## src/rtl/branch_resolve_unit_pkg.sv

```systemverilog
// HighLevelControl: shared control-path types for the execute stage.
//   aluOperation    - ALU operation select
//   branchCondition - branch/jump condition select used by branch resolution
// Also provides the machine word width macro XLEN when not already defined.
`ifndef XLEN
`define XLEN 32
`endif

package HighLevelControl;

  typedef enum logic [3:0] {
    ALU_ADD, ALU_SUB, ALU_AND, ALU_OR, ALU_XOR,
    ALU_SLL, ALU_SRL, ALU_SRA, ALU_SLT, ALU_SLTU
  } aluOperation;

  typedef enum logic [2:0] {
    BEQ  = 3'd0,
    BNE  = 3'd1,
    BLT  = 3'd2,
    BGE  = 3'd3,
    BLTU = 3'd4,
    BGEU = 3'd5,
    JAL  = 3'd6,
    JALR = 3'd7
  } branchCondition;

endpackage

```

## src/rtl/branch_resolve_unit_condition_eval.sv

```systemverilog
// branch_condition_eval: combinational taken decision from the condition
// select and the flags of SUB rs1-rs2 (Carry is the unsigned borrow).
//   BranchCond         - condition select
//   Zero/oVerflow/Negative/Carry - ALU flags
//   Taken              - branch/jump resolves taken
module branch_condition_eval
  import HighLevelControl::*;
(
  input  branchCondition BranchCond,
  input  logic           Zero,
  input  logic           oVerflow,
  input  logic           Negative,
  input  logic           Carry,
  output logic           Taken
);

  // Signed less-than after a subtract is N xor V.
  logic lt;
  assign lt = Negative ^ oVerflow;

  always_comb begin
    Taken = 1'b0;
    case (BranchCond)
      BEQ:     Taken = Zero;
      BNE:     Taken = ~Zero;
      BLT:     Taken = lt;
      BGE:     Taken = ~lt;
      BLTU:    Taken = Carry;
      BGEU:    Taken = ~Carry;
      JAL:     Taken = 1'b1;
      JALR:    Taken = 1'b1;
      default: Taken = 1'b0;
    endcase
  end

endmodule

```

## src/rtl/branch_resolve_unit.sv

```systemverilog
// branch_resolve_unit: execute-stage branch/jump resolution with static
// not-taken prediction. A taken branch registers a one-cycle Redirect to
// RedirectPC and squashes younger stages for FLUSH_DEPTH unstalled cycles.
// Saturating counters track resolved branches and issued redirects.
//   clk, reset (sync, active high), Stall (freezes everything)
//   BranchValid, BranchCond, Zero/oVerflow/Negative/Carry, TargetAddr
//   Redirect, RedirectPC, Squash, BranchCount, TakenCount
`ifndef XLEN
`define XLEN 32
`endif

module branch_resolve_unit
  import HighLevelControl::*;
#(
  parameter int FLUSH_DEPTH = 2,
  parameter int CNT_WIDTH   = 32
) (
  input  logic                 clk,
  input  logic                 reset,
  input  logic                 Stall,
  input  logic                 BranchValid,
  input  branchCondition       BranchCond,
  input  logic                 Zero,
  input  logic                 oVerflow,
  input  logic                 Negative,
  input  logic                 Carry,
  input  logic [`XLEN-1:0]     TargetAddr,
  output logic                 Redirect,
  output logic [`XLEN-1:0]     RedirectPC,
  output logic                 Squash,
  output logic [CNT_WIDTH-1:0] BranchCount,
  output logic [CNT_WIDTH-1:0] TakenCount
);

  typedef enum logic {IDLE, SQUASH} state_t;

  localparam logic [2:0] SQ_INIT = 3'(FLUSH_DEPTH - 1);

  function automatic logic [CNT_WIDTH-1:0] sat_inc(input logic [CNT_WIDTH-1:0] v);
    return (&v) ? v : v + 1'b1;
  endfunction

  state_t     state, state_next;
  logic [2:0] squash_cnt;
  logic       taken;
  logic       accept;

  branch_condition_eval u_eval (
    .BranchCond (BranchCond),
    .Zero       (Zero),
    .oVerflow   (oVerflow),
    .Negative   (Negative),
    .Carry      (Carry),
    .Taken      (taken)
  );

  // Branches seen while squashing are wrong-path and never accepted.
  assign accept = BranchValid & ~Stall & (state == IDLE);

  always_comb begin
    state_next = state;
    case (state)
      IDLE:    if (accept && taken) state_next = SQUASH;
      SQUASH:  if (!Stall && squash_cnt == 3'd0) state_next = IDLE;
      default: state_next = IDLE;
    endcase
  end

  always_ff @(posedge clk) begin
    if (reset) state <= IDLE;
    else       state <= state_next;
  end

  always_ff @(posedge clk) begin
    if (reset) begin
      Redirect    <= 1'b0;
      RedirectPC  <= '0;
      Squash      <= 1'b0;
      squash_cnt  <= '0;
      BranchCount <= '0;
      TakenCount  <= '0;
    end else if (!Stall) begin
      Squash <= (state_next == SQUASH);
      if (state == SQUASH) begin
        // Redirect is consumed by the first unstalled edge of the squash.
        Redirect <= 1'b0;
        if (squash_cnt != 3'd0) squash_cnt <= squash_cnt - 3'd1;
      end else if (accept) begin
        BranchCount <= sat_inc(BranchCount);
        if (taken) begin
          TakenCount <= sat_inc(TakenCount);
          Redirect   <= 1'b1;
          RedirectPC <= {TargetAddr[`XLEN-1:1], 1'b0};
          squash_cnt <= SQ_INIT;
        end
      end
    end
  end

endmodule

```

## config.mk

```make
export PLATFORM = sky130hd
export DESIGN_NAME = branch_resolve_unit
export DESIGN_NICKNAME = d
export VERILOG_FILES = /design/src/rtl/branch_resolve_unit_pkg.sv /design/src/rtl/branch_resolve_unit_condition_eval.sv /design/src/rtl/branch_resolve_unit.sv
export SDC_FILE = /design/constraint.sdc
export NUM_CORES = 1
export LEC_CHECK = 0
export CORE_MARGIN = 10
export CORE_UTILIZATION = 42
export DETAILED_ROUTE_END_ITERATION = 10
export MAX_ROUTING_LAYER = met4
export PLACE_DENSITY = 0.76
export SLEW_MARGIN = 20
export SYNTH_ARGS = -nofsm -noshare
export SYNTH_HDL_FRONTEND = slang
export SYNTH_SLANG_ARGS = --single-unit
```

## constraint.sdc

```tcl
create_clock -name clk -period 2.11 [get_ports clk]
set_clock_uncertainty 0.15 [all_clocks]
set_input_delay 0.422 -clock clk [delete_from_list [all_inputs] [get_ports clk]]
set_output_delay 0.422 -clock clk [all_outputs]
set_load 0.01 [all_outputs]
```

==> results.cfg <==
[global_route]
grt_busiest_layer = met2
grt_pass1_vias = 4853
grt_usage_pct = 18.45
overflow = 0
grt_pass1_wl_um = 22780
antenna_found_initial = 0
gr-usage-met3_pct = 3.529
met2_usage_pct = 32.42
grt_max_degree = 48
met1_usage_pct = 20.85

[sta]
fin_ws_ps = -3.244
hold_violations = 0
drv_slew = 0
worst_pin_slew_ps = 504.3
holdWs_ps = 270.1
max_freq_mhz = 473.2
fin_crit_ps = 2113
finalSetupViolCount = 1
rsz0062_at_grt = true
fin_crit_sh_pct = 100.2
maxSlewHeadroom_pct = 66.38

[die]
die-width_um = 123.6
core-area_sq_mm = 0.01037
io_pins = 141
die_y_um = 123.6
start_util_pct = 43.47
rows = 37
die_area_sq_mm = 0.01528

[cells_and_area]
final_nets = 823
areaGrowthSynthToFinish_pct = 60.62
fillers = 809
layout.cells.non_filler = 917
num_antenna_cells = 0
drive_gt1_share_pct = 23.82

[synth]
netlist_area_sq_mm = 0.004508
syn-num-nets = 599
synthTopCellsByArea = dfxtp_1 45%, nand2_1 7.0%, xor2_1 6.6%, nor2_1 5.7%, a21oi_1 5.0%
synth_top_cell_area_share_pct = 44.85
synth_flop_cell = dfxtp_1
ys_ff_latch = 101
async_flop_share_pct = 0
yosysWarnings = 0
avgSynthCellArea_sq_um = 8.167
syn_inst = 552
ys_seq_area_share_pct = 44.85
synth_edf_count = 0
yosysTopAreaCell = dfxtp_1
synthDistinctLibCells = 43

[routing]
drtIter0Drc = 272
drc_errors = 0
wl_per_cell_um = 15.95
ant_nets = 0
drt-vias-per-instance = 5.176
vias = 4746
routed_wl_um = 14630
dr.pass1.iters = 5

[clock_network]
htree_levels = 3
clk_pin_slew_ps = 110
holdBufCountCts = 0
tritoncts = built
numCtsBuffers = 9
clockBufferDepth = 2
root_buffer = clkbuf_8
clock_latency_ps = 360
clock_sinks = 101

[worst_hold_path]
min_from = reset
min_to = squash_cnt[2]
hold-path-cell-count = 2
min_path_type = input pin to flip-flop

[setup_path]
ff2ff_path_depth = 7
slowest_stage = nor4_1
crit_path_max_incr_delay_ps = 420
rr_endpoint = BranchCount[21]
crit_type = flip-flop to flip-flop
worstPathRequired_ps = 2190
r2r-start = state
arrival_ps = 2200
worst_setup_path_start_kind = flip-flop
end_kind = flip-flop
critical_path.cell_chain = nor3b_4, buf_6, nand4_1, nor4_1, nor2b_1, xnor2_1, nor2_1
cp_max_fo = 5
r2r_slack_ps = -3

[pwr]
p_leak_uw = 0.002736
peakVddDrop_v = 0.0004377
power_density_mw_per_mm2 = 499.3

[status]
outcome = complete, but fails checks
violations = setup timing

[placed_design]
gp_congestion = 0.8872
dp_hpwl_um = 10720
io_buffers = 138
place_inst = 888
place_ws_ps = -710.9

[run]
cap_viol_max_count = 0
## placed cells by master, fill, tap and decap left out, types with 12 or more instances in the layout
cell type / synthesis / routed
a21oi_1: 45 / 41
and3_1: 12 / 12
buf_4: 1 / 91
clkdlybuf4s50_1: 0 / 128
dfxtp_1: 101 / 84
dfxtp_2: 0 / 16
nand2_1: 84 / 84
nand3_1: 33 / 29
nand4_1: 25 / 25
nor2_1: 68 / 67
xnor2_1: 16 / 16
xor2_1: 34 / 34
## layer usage
| metal | part of all wire (%) | up-vias | routed length, um |
|---|---|---|---|
| met1 | 42 | 2247 | 6121 |
| met3 | 5.3 | 27 | 768 |
| met5 | 0 | - | 0 |
| li1 | - | 2343 | - |
| met2 | 51 | 129 | 7459 |
| met4 | 1.9 | 0 | 276 |
## cell families (layout without fill, tap and decap cells)
family	after synthesis	after routing	synth area share (%)
compound gates	64	64	7.855
xor+xnor	51	51	10.21
fa+ha+maj	4	4	1.110
buf+inv	37	266	3.580
flops	101	101	44.85
mux	6	6	1.415
other cells	1	1	0.08318
simple gates	288	288	30.89
## critical path, delay by kind of cell (launching register included)
kind                      cells  cell delay (ps)
xor gates and xnor gates      1              160
and+or+nand+nor               5             1180
DFF                           1              350
buffers and inverters         1              160
## worst max path at each step
stage                      end  slack [ps]             from
2_1_floorplan   TakenCount[31]         -20    BranchCond[0]
3_3_place_gp    TakenCount[31]        -610    BranchCond[0]
3_5_place_dp    TakenCount[31]        -710    BranchCond[0]
4_1_cts         TakenCount[31]           3         Negative
5_1_grt        BranchCount[30]         -70  BranchCount[16]
6_report       BranchCount[21]          -3            state
## synth_stat cells, drive strengths merged, types with 4 or more instances
cell type  instances
nor4              12
a21oi             45
clkbuf            14
nand2             84
o21ai              8
nor3              16
xor2              34
buf               11
nor2              68
or3                9
and2               6
nand3             33
nand4             26
inv               11
dfxtp            101
nor2b              7
ha                 4
and3              15
xnor2             16
## layout make-up
| cell class | instances | area [sq um] | area share (%) |
|---|---|---|---|
| repair buffers | 239 | 2191 | 30.26 |
| flip-flops and latches | 101 | 2046 | 28.25 |
| clock buffers | 11 | 141.4 | 1.953 |
| inverters | 11 | 41.29 | 0.5702 |
| well taps | 136 | 170.2 | 2.350 |
| clock inverters | 5 | 60.06 | 0.8294 |
| multi-input cells | 414 | 2591 | 35.79 |
## where the power goes
part           switching (uW)  internal (uW)  total [uW]
sequential               20.7           1940        1960
clock                     676            585        1260
combinational             183            208         391
total                     880           2740        3620
## sequential cells by signal, summed over array words and instances (netlist names)
signal,flops
state,1
Squash,1
Redirect,1
RedirectPC,31
TakenCount,32
squash_cnt,3
BranchCount,32
## stage by stage
| stage | power (uW) | setup TNS [ps] | instance area [sq um] | util [%] |
|---|---|---|---|---|
| 3_3_place_gp | 2382 | -39860 | 6645 | 64.08 |
| 5_1_grt | 3750 | -694.0 | 7241 | 69.82 |
| 6_report | 3616 | -3.244 | 7241 | 69.82 |
| 3_5_place_dp | 2395 | -46300 | 6645 | 64.08 |
| 2_1_floorplan | 2171 | -23.63 | 4521 | - |
| 4_1_cts | 3633 | 0 | 6949 | 67.01 |
## timing repair
item,CTS,global route
pin swaps,9,31
buffers inserted,3,11
resized for setup,29,55
endpoints found under the hold margin,0,0
setup endpoints to repair,85,79
No activity file was read; power rests on OpenSTA's default activity.
